### config.mk
export PLATFORM = sky130hd
export DESIGN_NAME = usrt_tx_ctrl
export DESIGN_NICKNAME = d
export VERILOG_FILES = /design/src/rtl/usrt_tx_ctrl.sv
export SDC_FILE = /design/constraint.sdc
export NUM_CORES = 1
export LEC_CHECK = 0
export CORE_ASPECT_RATIO = 0.7
export CORE_MARGIN = 2
export CORE_UTILIZATION = 55
export DETAILED_ROUTE_END_ITERATION = 8
export GPL_TIMING_DRIVEN = 0
export PLACE_DENSITY = 0.77
export REMOVE_ABC_BUFFERS = 1
export SLEW_MARGIN = 25
export SYNTH_ARGS = -nofsm -noshare
export SYNTH_HDL_FRONTEND = slang
export SYNTH_SLANG_ARGS = --single-unit
### constraint.sdc
create_clock -name i_Pclk -period 3.7 [get_ports i_Pclk]
set_clock_uncertainty 0.2 [all_clocks]
set_input_delay 0.925 -clock i_Pclk [delete_from_list [all_inputs] [get_ports i_Pclk]]
set_output_delay 0.925 -clock i_Pclk [all_outputs]
set_load 0.05 [all_outputs]
### src/rtl/usrt_tx_ctrl.sv
// USRT transmit sequencer: frames one byte as start, LSB-first data, optional
// even parity and stop, driving the serial line and a synchronous bit clock.
module usrt_tx_ctrl #(
    parameter int BAUD_W = 14,
    parameter int DATA_W = 8
) (
    input  logic              i_Pclk,
    input  logic              i_Presetn,
    input  logic              i_Start,
    input  logic [DATA_W-1:0] i_Data,
    input  logic              i_Parity,
    input  logic [BAUD_W-1:0] i_Baud,
    output logic              o_Tx,
    output logic              o_Sclk,
    output logic              o_Busy,
    output logic              o_Done
);

    localparam int IDX_W = (DATA_W > 1) ? $clog2(DATA_W) : 1;

    typedef enum logic [2:0] {
        IDLE,
        START,
        DATA,
        PARITY,
        STOP
    } state_t;

    state_t              state_q;
    logic [BAUD_W-1:0]   baud_q;
    logic [BAUD_W-1:0]   cnt_q;
    logic [BAUD_W-1:0]   cnt_d;
    logic [IDX_W-1:0]    idx_q;
    logic [DATA_W-1:0]   shift_q;
    logic                par_en_q;
    logic                par_bit_q;
    logic                tx_q;
    logic                sclk_q;
    logic                busy_q;
    logic                done_q;
    logic                bit_end;

    always_comb begin
        cnt_d   = cnt_q + BAUD_W'(1);
        bit_end = (cnt_q == (baud_q - BAUD_W'(1)));
    end

    // Outputs are registered: each value is set one edge ahead of the cycle it describes.
    always_ff @(posedge i_Pclk or negedge i_Presetn) begin
        if (!i_Presetn) begin
            state_q   <= IDLE;
            baud_q    <= '0;
            cnt_q     <= '0;
            idx_q     <= '0;
            shift_q   <= '0;
            par_en_q  <= 1'b0;
            par_bit_q <= 1'b0;
            tx_q      <= 1'b1;
            sclk_q    <= 1'b0;
            busy_q    <= 1'b0;
            done_q    <= 1'b0;
        end else begin
            done_q <= 1'b0;
            case (state_q)
                IDLE: begin
                    tx_q   <= 1'b1;
                    sclk_q <= 1'b0;
                    busy_q <= 1'b0;
                    if (i_Start) begin
                        shift_q   <= i_Data;
                        par_en_q  <= i_Parity;
                        par_bit_q <= ^i_Data;
                        baud_q    <= (i_Baud < BAUD_W'(2)) ? BAUD_W'(2) : i_Baud;
                        cnt_q     <= '0;
                        idx_q     <= '0;
                        tx_q      <= 1'b0;
                        busy_q    <= 1'b1;
                        state_q   <= START;
                    end
                end
                default: begin
                    if (!bit_end) begin
                        cnt_q  <= cnt_d;
                        sclk_q <= (cnt_d >= (baud_q >> 1));
                    end else begin
                        cnt_q  <= '0;
                        sclk_q <= 1'b0;
                        case (state_q)
                            START: begin
                                tx_q    <= shift_q[0];
                                shift_q <= shift_q >> 1;
                                state_q <= DATA;
                            end
                            DATA: begin
                                if (idx_q == IDX_W'(DATA_W - 1)) begin
                                    idx_q <= '0;
                                    if (par_en_q) begin
                                        tx_q    <= par_bit_q;
                                        state_q <= PARITY;
                                    end else begin
                                        tx_q    <= 1'b1;
                                        state_q <= STOP;
                                    end
                                end else begin
                                    idx_q   <= idx_q + IDX_W'(1);
                                    tx_q    <= shift_q[0];
                                    shift_q <= shift_q >> 1;
                                end
                            end
                            PARITY: begin
                                tx_q    <= 1'b1;
                                state_q <= STOP;
                            end
                            default: begin
                                tx_q    <= 1'b1;
                                busy_q  <= 1'b0;
                                done_q  <= 1'b1;
                                state_q <= IDLE;
                            end
                        endcase
                    end
                end
            endcase
        end
    end

    assign o_Tx   = tx_q;
    assign o_Sclk = sclk_q;
    assign o_Busy = busy_q;
    assign o_Done = done_q;

endmodule

### Word level (Yosys, flattened, before mapping)

Index checks and enable logic that the tools add are counted.

| storage, ports and cells | value |
|---|---|
| word-level logic and storage cells | 71 |
| bits in registers | 48 |
| input bits | 26 |
| output and inout port bits | 4 |

| cells by class | value |
|---|---|
| eq/ne operators | 9 |
| add/subtract/negate cells | 3 |
| reduce and logical (&&, ||, !) cells | 11 |
| multiplexer cells | 35 |
| $lt $le $gt $ge | 2 |

Operators with widths:

| cell | count |
|---|---|
| $mux 14 | 4 |
| $mux 8 | 4 |
| $mux 3 | 10 |
| $pmux 8 s2 | 1 |
| $add 14x1->14 const B | 1 |
| $eq 14x14->1 | 1 |
| $ge 14x13->1 | 1 |
| $lt 14x2->1 const B | 1 |
| $mux 1 | 14 |
| $sub 14x1->14 const B | 1 |
| $pmux 3 s3 | 1 |
| $reduce_xor 8->1 | 1 |
| $eq 3x2->1 const B | 2 |
| $ne 3x2->1 const B | 2 |
| $reduce_and 3->1 | 2 |
| $reduce_and 2->1 | 2 |
| $reduce_and 4->1 | 1 |
| $reduce_bool 2->1 | 2 |
| $add 3x1->3 const B | 1 |
| $eq 3x1->1 const B | 1 |
| $eq 3x3->1 const B | 1 |
| $logic_not 3->1 | 1 |
| $reduce_bool 3->1 | 1 |
| $reduce_or 3->1 | 1 |
| 3 further kinds | 3 |

### Longest topological paths before layout

Gate-level depths: netlist of run 1.

| depth | value |
|---|---|
| depth after elaboration | 5 |
| gate-level depth with buffers | 12 |
| gate-level depth less buffers | 11 |

### Worst setup path before layout of run 1

OpenSTA, ideal clock, no wires.

| path | value |
|---|---|
| path type | register to register |
| from | reg cnt_q[2] |
| to | reg sclk_q, in the netlist o_Sclk |
| library setup time | 0.120 ns |
| clock period less this slack | 2.885 ns |
| data required time | 3.380 ns |
| buffers on the path | 1 |
| stages on the path, launching flop included | 12 |
| setup slack | 0.815 ns |
| arrival | 2.564 ns |
| path through | dfrtp_1 > clkbuf_1 > and2_1 > nand4_1 > or2_2 > nor2_1 > xor2_1 > ha_1 > and3_1 > a221oi_1 > o2111a_1 > a21oi_1 |

| on the way | value |
|---|---|
| word-level cells in the longest chain between the ends | 4 |
| elaborated cells between the ends (all ways) | 5 |
| those cells by class | add/sub (1); order compare (1); eq/ne (1); mux (2) |

RTL lines:

| item | RTL line | RTL |
|---|---|---|
| start, declared | 31 | `logic [BAUD_W-1:0] cnt_q;` |
| start signal, assigned | 83 | `cnt_q <= cnt_d;` |
| $add 14x1->14 | 44 | `cnt_d = cnt_q + BAUD_W'(1);` |
| $ge 14x13->1 | 84 | `sclk_q <= (cnt_d >= (baud_q >> 1));` |
| $mux 1 * | 82 | `if (!bit_end) begin` |
| $mux 1 * | 64 | `case (state_q)` |
| end signal, assigned | 84 |  |
| end, declared | 38 | `logic sclk_q;` |

Every way passes the cells marked *; elsewhere a longest branch is shown, timed or not.
A chain may end at the register's enable or synchronous reset.

### Worst setup path after layout of run 1

| path | value |
|---|---|
| from | reg baud_q[1] |
| to | reg shift_q[5] |

| on the way | value |
|---|---|
| word-level cells in the longest chain between the ends | 4 |

RTL lines:

| item | RTL line | RTL |
|---|---|---|
| start, declared | 30 | `logic [BAUD_W-1:0] baud_q;` |
| start signal, assigned | 73 | `baud_q <= (i_Baud < BAUD_W'(2)) ? BAUD_W'(2) : i_Baud;` |
| $sub 14x1->14 | 45 | `bit_end = (cnt_q == (baud_q - BAUD_W'(1)));` |
| $eq 14x14->1 | 45 |  |
| $reduce_bool 2->1 (no source line) | -- |  |
| $reduce_and 4->1 (no source line) | -- |  |
| end signal, assigned | 70 | `shift_q <= i_Data;` |
| end signal, assigned | 91 | `shift_q <= shift_q >> 1;` |
| end signal, assigned | 107 | `shift_q <= shift_q >> 1;` |
| end, declared | 34 | `logic [DATA_W-1:0] shift_q;` |

No other way between the ends.

==> results of run 1 <==
[state kept, by name, indices dropped and copies added, names as in the netlist, 3 cells and up]
| signal | cells |
|---|---|
| shift_q | 8 |
| cnt_q | 14 |
| state_q | 3 |
| idx_q | 3 |
| baud_q | 14 |
[stage by stage]
step	utilization	hold WS, ns	total power [uW]	TNS [ns]
final	0.646	0.294	976	0
after global routing	0.646	0.336	1010	0
after CTS	0.646	0.296	981	0
after detailed placement	0.626	0.276	593	0
after global placement	0.623	0.268	592	-2.19
after floorplan	-	0.251	548	0
[routing by layer]
layer / vias up / wire (um)
met5: - / 0
li1: 1319 / -
met3: 14 / 519
met2: 96 / 3160
met4: 0 / 98
met1: 1266 / 3800
[placed cells by master (no fill, tap or decap), types with 9 or more instances in the layout]
cell type / instances
nand3_1: 10
xnor2_1: 23
dfrtp_1: 47
clkdlybuf4s50_1: 28
nand2b_1: 12
o21ai_0: 26
nor2_1: 11
nand2_1: 57
a21o_1: 9
a21oi_1: 14
inv_1: 21
ha_1: 17
[power breakdown]
| group | switching, uW | leakage [uW] | internal, uW |
|---|---|---|---|
| clock | 194 | 0.0000541 | 200 |
| combinational | 25.1 | 0.00105 | 32.2 |
| sequential | 0 | 0.000527 | 524 |
| total | 219 | 0.00164 | 757 |
[worst register-to-register path, delay by kind of cell, from the launching register on]
kind,cells,cell delay (ns)
adder cells (fa/ha/maj),1,0.26
AO/OA/AOI/OAI,2,0.58
flip-flops,1,0.47
multiplexers,1,0.35
AND/OR/NAND/NOR,4,1.15
buffers and inverters,1,0.12
[layout make-up]
type | count | area (um2) | share of cell area
Timing Repair Buffer | 30 | 299 | 0.0812
Sequential cell | 48 | 1200 | 0.327
Multi-Input combinational cell | 278 | 1900 | 0.515
Inverter | 21 | 78.8 | 0.0214
Clock buffer | 5 | 68.8 | 0.0187
Clock inverter | 3 | 42.5 | 0.0116
Tap cell | 75 | 93.8 | 0.0255
[Yosys cell counts (8+ instances only)]
cell type,count,area [um2]
nand2_1,57,214
dfrtp_1,47,1180
o21ai_0,26,130
xnor2_1,23,201
inv_1,21,78.8
ha_1,17,213
a21oi_1,14,70.1
nor2_1,13,48.8
nand2b_1,12,75.1
nand3_1,10,50.1
a21o_1,9,67.6
clkbuf_1,9,33.8
xor2_1,8,70.1
[cell families after synthesis]
kind of cell	Yosys count	synth area share
mux	11	0.0433
simple gates	136	0.219
buf+inv	34	0.0463
fa+ha+maj	17	0.0657
flops	48	0.371
compound gates	83	0.171
xor+xnor	31	0.0838
[worst paths after layout]
path	to	depth (start not counted)	from	slack, ns
hold / removal	par_bit_q$_DFFE_PN0P_	2	par_bit_q$_DFFE_PN0P_	0.29
min in group asynchronous	cnt_q[1]$_DFFE_PN0P_	1	i_Presetn	0.43
setup reg to reg	shift_q[5]$_DFFE_PN0P_	9	baud_q[1]$_DFFE_PN0P_	0.47
setup / recovery	shift_q[5]$_DFFE_PN0P_	9	baud_q[1]$_DFFE_PN0P_	0.47
max in group asynchronous	cnt_q[11]$_DFFE_PN0P_	1	i_Presetn	2.45
hold reg to reg	par_bit_q$_DFFE_PN0P_	2	par_bit_q$_DFFE_PN0P_	0.29
==> results.json, run 1 <==
{
  "antenna_cells": 0,
  "critPathMaxFanout": 12,
  "placementRows": 23,
  "fillCellCount": 481,
  "worst_slack_ns": 0.470,
  "gp_congestion": 0.906,
  "run_status": "complete, no violations",
  "min_period_ns": 3.23,
  "async_flop_share": 1.00,
  "final_cell_area_um2": 3680,
  "fmax_mhz": 310,
  "clk_path_buf_depth": 2,
  "avgSynthCellArea_um2": 9.00,
  "cts_inserted_buffers": 5,
  "vias": 2695,
  "insertion_delay_ns": 0.31,
  "netlist_area_um2": 3240,
  "use_met2": 0.359,
  "worstMarginPinSlew_ns": 0.829,
  "post-dp-hpwl_um": 5580,
  "drt_iter0_drc": 209,
  "dpl_worst_slack_ns": 0.296,
  "syn_inst": 360,
  "synth_flop_cell": "dfrtp_1",
  "postCtsSetupBuffers": 0,
  "required_ns": 3.70,
  "cpMaxStageDelayCell": "or3b_2",
  "io_pins": 30,
  "cp.buffers_inverters": 1,
  "grtUsageMet1": 0.372,
  "dp.cells": 452,
  "grt_most_used_layer": "met1",
  "grt_setup_unrepaired": "false",
  "synth_seq_cells": 48,
  "start_util": 0.569,
  "grt_use_met3": 0.0529,
  "max_stage_delay_ns": 0.52,
  "htreeDepth": 2,
  "drtAntennaViolNets": 0,
  "cellPowerDensity_nw_per_um2": 265,
  "grt_usage": 0.247,
  "drv_cap": 0,
  "grt_remaining_overflow": 0,
  "path_clk_slew_ns": 0.10,
  "cts_resized": 0,
  "synth-edff-count": 0,
  "stdcell_count": 460,
  "hp-class": "reg2reg",
  "first_pass_iters": 6,
  "die_width_um": 95.7,
  "grt_start_max_net_pins": 49,
  "grt_pass1_vias": 2489,
  "antenna_found_initial": 0,
  "path_cells": "inv_1 -> ha_1 -> or3b_2 -> nor4_1 -> a22oi_1 -> nand2_1 -> and4_4 -> a21o_1 -> mux2_4",
  "endpoint_kind": "flop",
  "final_nets": 427,
  "core_um2": 5700,
  "yosys_warnings": 0,
  "floorplan.die_area_um2": 6530,
  "vias_per_cell": 5.86,
  "placed_area_um2": 3570,
  "cp_data_arrival_time_ns": 3.23,
  "finalCritPeriodShare": 0.873,
  "port_buffers": 29,
  "final-hold-violation-count": 0,
  "clock-sinks": 48,
  "post_drt_wl_per_cell_um": 16.5,
  "wirelength_um": 7580,
  "setup_viol": 0,
  "cts_tree": "built",
  "synth_seq_area_share": 0.371,
  "cts_root_buffer": "clkbuf_8",
  "worst_slew_margin_rel": 0.444,
  "die_h_um": 68.2,
  "crit_type": "reg2reg",
  "drive_gt1_frac": 0.0987,
  "slew_violations": 0,
  "p_leak_uw": 0.00164,
  "yosys.cell_types.count": 54,
  "critPathTopFamily": "simple AND/OR/NAND/NOR gates",
  "drc": 0,
  "ir_worst_vdd_mv": 0.152,
  "cp-start-kind": "flop",
  "grt_pass1_wl_um": 12300,
  "cts_hold_buf": 0,
  "syn2layout_area_growth_pct": 13.7
}
(Power assumes the default switching activity.)
==> inputs of run 2 (changes only) <==
ABC_AREA = 1   (was not set)
REMOVE_ABC_BUFFERS = not set   (was 1)
==> results.json, run 2 <==
{
  "netlist_area_um2": 3280,
  "cts_tree": "built",
  "grt_start_max_net_pins": 49,
  "fin_tns_setup_ns": 0,
  "drtAntennaViolNets": 0,
  "syn_inst": 451,
  "floorplan.die_area_um2": 6610,
  "slew_violations": 0,
  "synth_seq_area_share": 0.366,
  "drive_gt1_frac": 0.0553,
  "grt_use_met3": 0.0609,
  "cts_root_buffer": "clkbuf_8",
  "synth_top_area_share": 0.358,
  "async_flop_share": 1.00,
  "hp-class": "reg2reg",
  "yosys_warnings": 0,
  "synthTopCellsByCount": "145 x nand2_1, 47 x dfrtp_1, 46 x inv_1",
  "htreeDepth": 2,
  "io_pins": 30,
  "post_drt_wl_per_cell_um": 14.9,
  "ir_worst_vdd_mv": 0.160,
  "cts_hold_buf": 0,
  "grt_most_used_layer": "met2",
  "layout_commonest_cell": "nand2_1",
  "cpMaxStageDelayCell": "clkdlybuf4s50_1",
  "post-dp-hpwl_um": 6400,
  "path_clk_slew_ns": 0.09,
  "syn2layout_area_growth_pct": 14.6,
  "p_leak_uw": 0.00186,
  "path_cells": "clkdlybuf4s50_1",
  "die_h_um": 68.6,
  "worstMarginPinSlew_ns": 0.638,
  "synth_seq_cells": 48,
  "critPathTopFamily": "buffers and inverters",
  "max_stage_delay_ns": 0.80,
  "vias_per_cell": 5.55,
  "critPathMaxFanout": 2,
  "fmax_mhz": 359,
  "postCtsSetupBuffers": 0,
  "cts_inserted_buffers": 5,
  "worst_slew_margin_rel": 0.575,
  "gp_congestion": 0.890,
  "antenna_found_initial": 0,
  "fillCellCount": 516,
  "final_nets": 530,
  "required_ns": 2.57,
  "grt_pass1_wl_um": 13700,
  "drc": 0,
  "run_status": "complete, no violations",
  "dpl_worst_slack_ns": 0.621,
  "first_pass_iters": 5,
  "vias": 3125,
  "grtUsageMet1": 0.413,
  "crit_type": "reg2out",
  "endpoint_kind": "output pin",
  "synth.top_cells.by_area": "dfrtp_1 36%, nand2_1 17%, ha_1 6.5%, xor2_1 5.3%, inv_1 5.3%",
  "avgSynthCellArea_um2": 7.28,
  "start_util": 0.570,
  "die_width_um": 96.3,
  "cts_resized": 0,
  "placementRows": 23,
  "reg_top3": "baud_q x14, cnt_q x14, shift_q x8",
  "final_util": 0.653,
  "cellPowerDensity_nw_per_um2": 245,
  "yosys.cell_types.count": 34,
  "hold_start": "shift_q[3]$_DFFE_PN0P_",
  "clk_path_buf_depth": 2,
  "cp.buffers_inverters": 1,
  "wirelength_um": 8410,
  "cp-startpoint": "o_Tx$_DFFE_PN1P_",
  "use_met2": 0.415,
  "drv_cap": 0,
  "insertion_delay_ns": 0.31,
  "grt_setup_unrepaired": "false",
  "synth_most_common_cell": "nand2_1",
  "worst_slack_ns": 0.917,
  "core_um2": 5760,
  "antenna_cells": 0,
  "final-hold-violation-count": 0,
  "synth-edff-count": 0,
  "cp_data_arrival_time_ns": 1.66,
  "finalCritPeriodShare": 0.752,
  "cp-start-kind": "flop",
  "clock-sinks": 48,
  "setup_viol": 0,
  "syn-num-nets": 494,
  "yosysTopAreaCell": "dfrtp_1",
  "synth_flop_cell": "dfrtp_1",
  "layout_common_cells": "145 x nand2_1, 47 x dfrtp_1, 46 x inv_1",
  "drt_iter0_drc": 295,
  "grt_pass1_vias": 2796,
  "port_buffers": 29,
  "grt_usage": 0.276,
  "whs_ns": 0.283,
  "grt_remaining_overflow": 0,
  "min_period_ns": 2.78,
  "timing.rr.start": "cnt_q[0]$_DFFE_PN0P_"
}
run 2: cell families (layout without fill, tap and decap cells):
group | Yosys count | count (layout) | share of synthesized area
simple gates | 254 | 254 | 0.334
buf+inv | 58 | 95 | 0.0778
compound gates | 43 | 43 | 0.0743
flops | 48 | 48 | 0.366
xor+xnor | 31 | 31 | 0.0827
fa+ha+maj | 17 | 17 | 0.0648
run 2: area by class of cell:
type	count	area, um2	share of cell area
plain buffers	9	71.3	0.0190
repair buffers	29	288	0.0765
well taps	75	93.8	0.0250
multi-input cells	345	1820	0.485
flip-flops and latches	48	1200	0.320
clock inverters	2	15.0	0.00399
clock buffers	6	82.6	0.0220
inverters	49	184	0.0489
run 2: final timing paths:
kind / cells after the start / endpoint / slack, ns
hold / removal: 2 / shift_q[3]$_DFFE_PN0P_ / 0.28
max in group asynchronous: 1 / o_Busy$_DFFE_PN0P_ / 2.44
setup reg to reg: 17 / o_Sclk$_DFF_PN0_ / 1.01
setup / recovery: 1 / o_Tx / 0.92
hold reg to reg: 2 / shift_q[3]$_DFFE_PN0P_ / 0.28
min in group asynchronous: 1 / baud_q[3]$_DFFE_PN0P_ / 0.43
run 2: through the flow:
step / area, um2 / instances / power, uW
floorplan: 3280 / 451 / 548
global placement: 3670 / 555 / 591
detailed placement: 3660 / 555 / 591
CTS: 3760 / 563 / 932
global route: 3760 / 563 / 948
finish: 3760 / 563 / 923
run 2: metal layers:
layer | wire length, um | vias to the layer above
met5 | 0 | -
met4 | 69 | 0
met3 | 704 | 13
met2 | 3630 | 131
met1 | 4010 | 1452
li1 | - | 1529
run 2: report_power, final:
part	switching (uW)	leakage, uW	internal (uW)
clock	192	0.0000434	152
combinational	24.2	0.00124	31.3
sequential	0	0.000574	524
total	216	0.00186	707
==> inputs of run 3 (changes only) <==
clock period = 2.6 ns   (was 3.7 ns; I/O delays follow)
==> results.json, run 3 (synthesis results as in run 2) <==
{
  "slew_violations": 0,
  "core_um2": 5760,
  "path_clk_slew_ns": 0.09,
  "critPathTopFamily": "buffers and inverters",
  "cp_data_arrival_time_ns": 1.66,
  "post_drt_wl_per_cell_um": 15.1,
  "vias_per_cell": 5.49,
  "grt_remaining_overflow": 0,
  "syn2layout_area_growth_pct": 18.3,
  "ir_worst_vdd_mv": 0.179,
  "grt_start_max_net_pins": 49,
  "die_width_um": 96.3,
  "critPathMaxFanout": 2,
  "clock-sinks": 48,
  "drc": 0,
  "hp-class": "in2async",
  "fin_tns_setup_ns": 0,
  "final-hold-violation-count": 0,
  "wirelength_um": 8580,
  "required_ns": 1.75,
  "reg_top3": "baud_q x14, cnt_q x14, shift_q x8",
  "grt_usage": 0.277,
  "min_period_ns": 2.51,
  "drive_gt1_frac": 0.101,
  "cp.buffers_inverters": 1,
  "cellPowerDensity_nw_per_um2": 340,
  "post-dp-hpwl_um": 6400,
  "antenna_found_initial": 0,
  "final_util": 0.675,
  "first_pass_iters": 5,
  "vias": 3119,
  "worst_slew_margin_rel": 0.588,
  "cpMaxStageDelayCell": "clkdlybuf4s50_1",
  "htreeDepth": 2,
  "antenna_cells": 0,
  "cts_root_buffer": "clkbuf_8",
  "worstMarginPinSlew_ns": 0.619,
  "grt_pass1_vias": 2835,
  "max_stage_delay_ns": 0.80,
  "port_buffers": 29,
  "fmax_mhz": 398,
  "clk_path_buf_depth": 2,
  "p_leak_uw": 0.00188,
  "finalCritPeriodShare": 0.967,
  "start_util": 0.570,
  "crit_type": "reg2out",
  "die_h_um": 68.6,
  "cts_tree": "built",
  "placementRows": 23,
  "io_pins": 30,
  "floorplan.die_area_um2": 6610,
  "final_nets": 535,
  "run_status": "complete, no violations",
  "endpoint_kind": "output pin",
  "layout_commonest_cell": "nand2_1",
  "cts_inserted_buffers": 5,
  "drtAntennaViolNets": 0,
  "gp_congestion": 0.890,
  "setup_viol": 0,
  "path_cells": "clkdlybuf4s50_1",
  "cp-start-kind": "flop",
  "drt_iter0_drc": 252,
  "grt_pass1_wl_um": 13700,
  "drv_cap": 0,
  "layout_common_cells": "143 x nand2_1, 45 x inv_1, 45 x dfrtp_1",
  "grt_setup_unrepaired": "true",
  "insertion_delay_ns": 0.32
}
run 3: cell count changes in the layout (fill, tap and decap cells not counted), moves of 2 or more:
| cell | previous run | this run |
|---|---|---|
| xor2_2 | 0 | 2 |
| nor2_2 | 5 | 7 |
| buf_4 | 1 | 6 |
| dfrtp_1 | 47 | 45 |
| nand2_1 | 145 | 143 |
| nor2_1 | 44 | 39 |
| nand3_1 | 28 | 25 |
| xor2_1 | 20 | 18 |
| nor2_4 | 1 | 4 |
| nand2_2 | 1 | 3 |
| nand3_2 | 0 | 3 |
| dfrtp_2 | 0 | 2 |
run 3: metrics by stage:
stage / hold WS, ns / setup slack, ns / cell area, um2 / power [uW] / std cells
after floorplan: 0.154 / 0.216 / 3280 / 779 / 451
after global placement: 0.254 / -0.787 / 3670 / 841 / 555
after detailed placement: 0.259 / -0.204 / 3660 / 841 / 555
after CTS: 0.178 / 0.0162 / 3800 / 1330 / 565
after global routing: 0.198 / -0.0550 / 3880 / 1360 / 568
final: 0.138 / 0.0863 / 3880 / 1320 / 568
run 3: worst paths after layout:
path / start / to / slack (ns) / cells past startpoint
worst max-delay path: o_Tx$_DFFE_PN1P_ / o_Tx / 0.09 / 1
worst min-delay path: i_Presetn / cnt_q[1]$_DFFE_PN0P_ / 0.14 / 1
worst max register to register: baud_q[0]$_DFFE_PN0P_ / idx_q[2]$_DFFE_PN0P_ / 0.15 / 14
worst min register to register: shift_q[2]$_DFFE_PN0P_ / shift_q[2]$_DFFE_PN0P_ / 0.28 / 2
max in group asynchronous: i_Presetn / cnt_q[2]$_DFFE_PN0P_ / 1.63 / 1
min in group i_Pclk: shift_q[2]$_DFFE_PN0P_ / shift_q[2]$_DFFE_PN0P_ / 0.28 / 2
run 3: area by class of cell:
class	instances	area, um2
multi-input cells	345	1900
well taps	75	93.8
clock buffers	6	82.6
clock inverters	2	15.0
flip-flops and latches	48	1200
inverters	49	184
fillers	502	1870
repair buffers	34	325
plain buffers	9	72.6
run 3: power by group:
| group | leakage [uW] | internal (uW) | total, uW | switching, uW |
|---|---|---|---|---|
| combinational | 0.00127 | 44.6 | 79.1 | 34.4 |
| clock | 0.0000434 | 216 | 493 | 277 |
| sequential | 0.000571 | 746 | 746 | 0 |
| total | 0.00188 | 1010 | 1320 | 312 |
run 3: timing repair:
action | in CTS | in global routing
pin swaps | 0 | 2
gates resized for setup | 6 | 17
setup buffers | 2 | 3
endpoints found under the hold margin | 0 | 0
hold buffers | 0 | 0
cloned | 0 | 0
endpoints found under the setup margin | 14 | 25
run 3: per-layer routing:
layer / vias up / wire [um] / global-route usage
met2: 125 / 3770 / 0.413
met4: 0 / 155 / 0.0616
li1: 1545 / - / -
met1: 1431 / 3970 / 0.403
met5: - / 0 / 0
met3: 18 / 693 / 0.0750
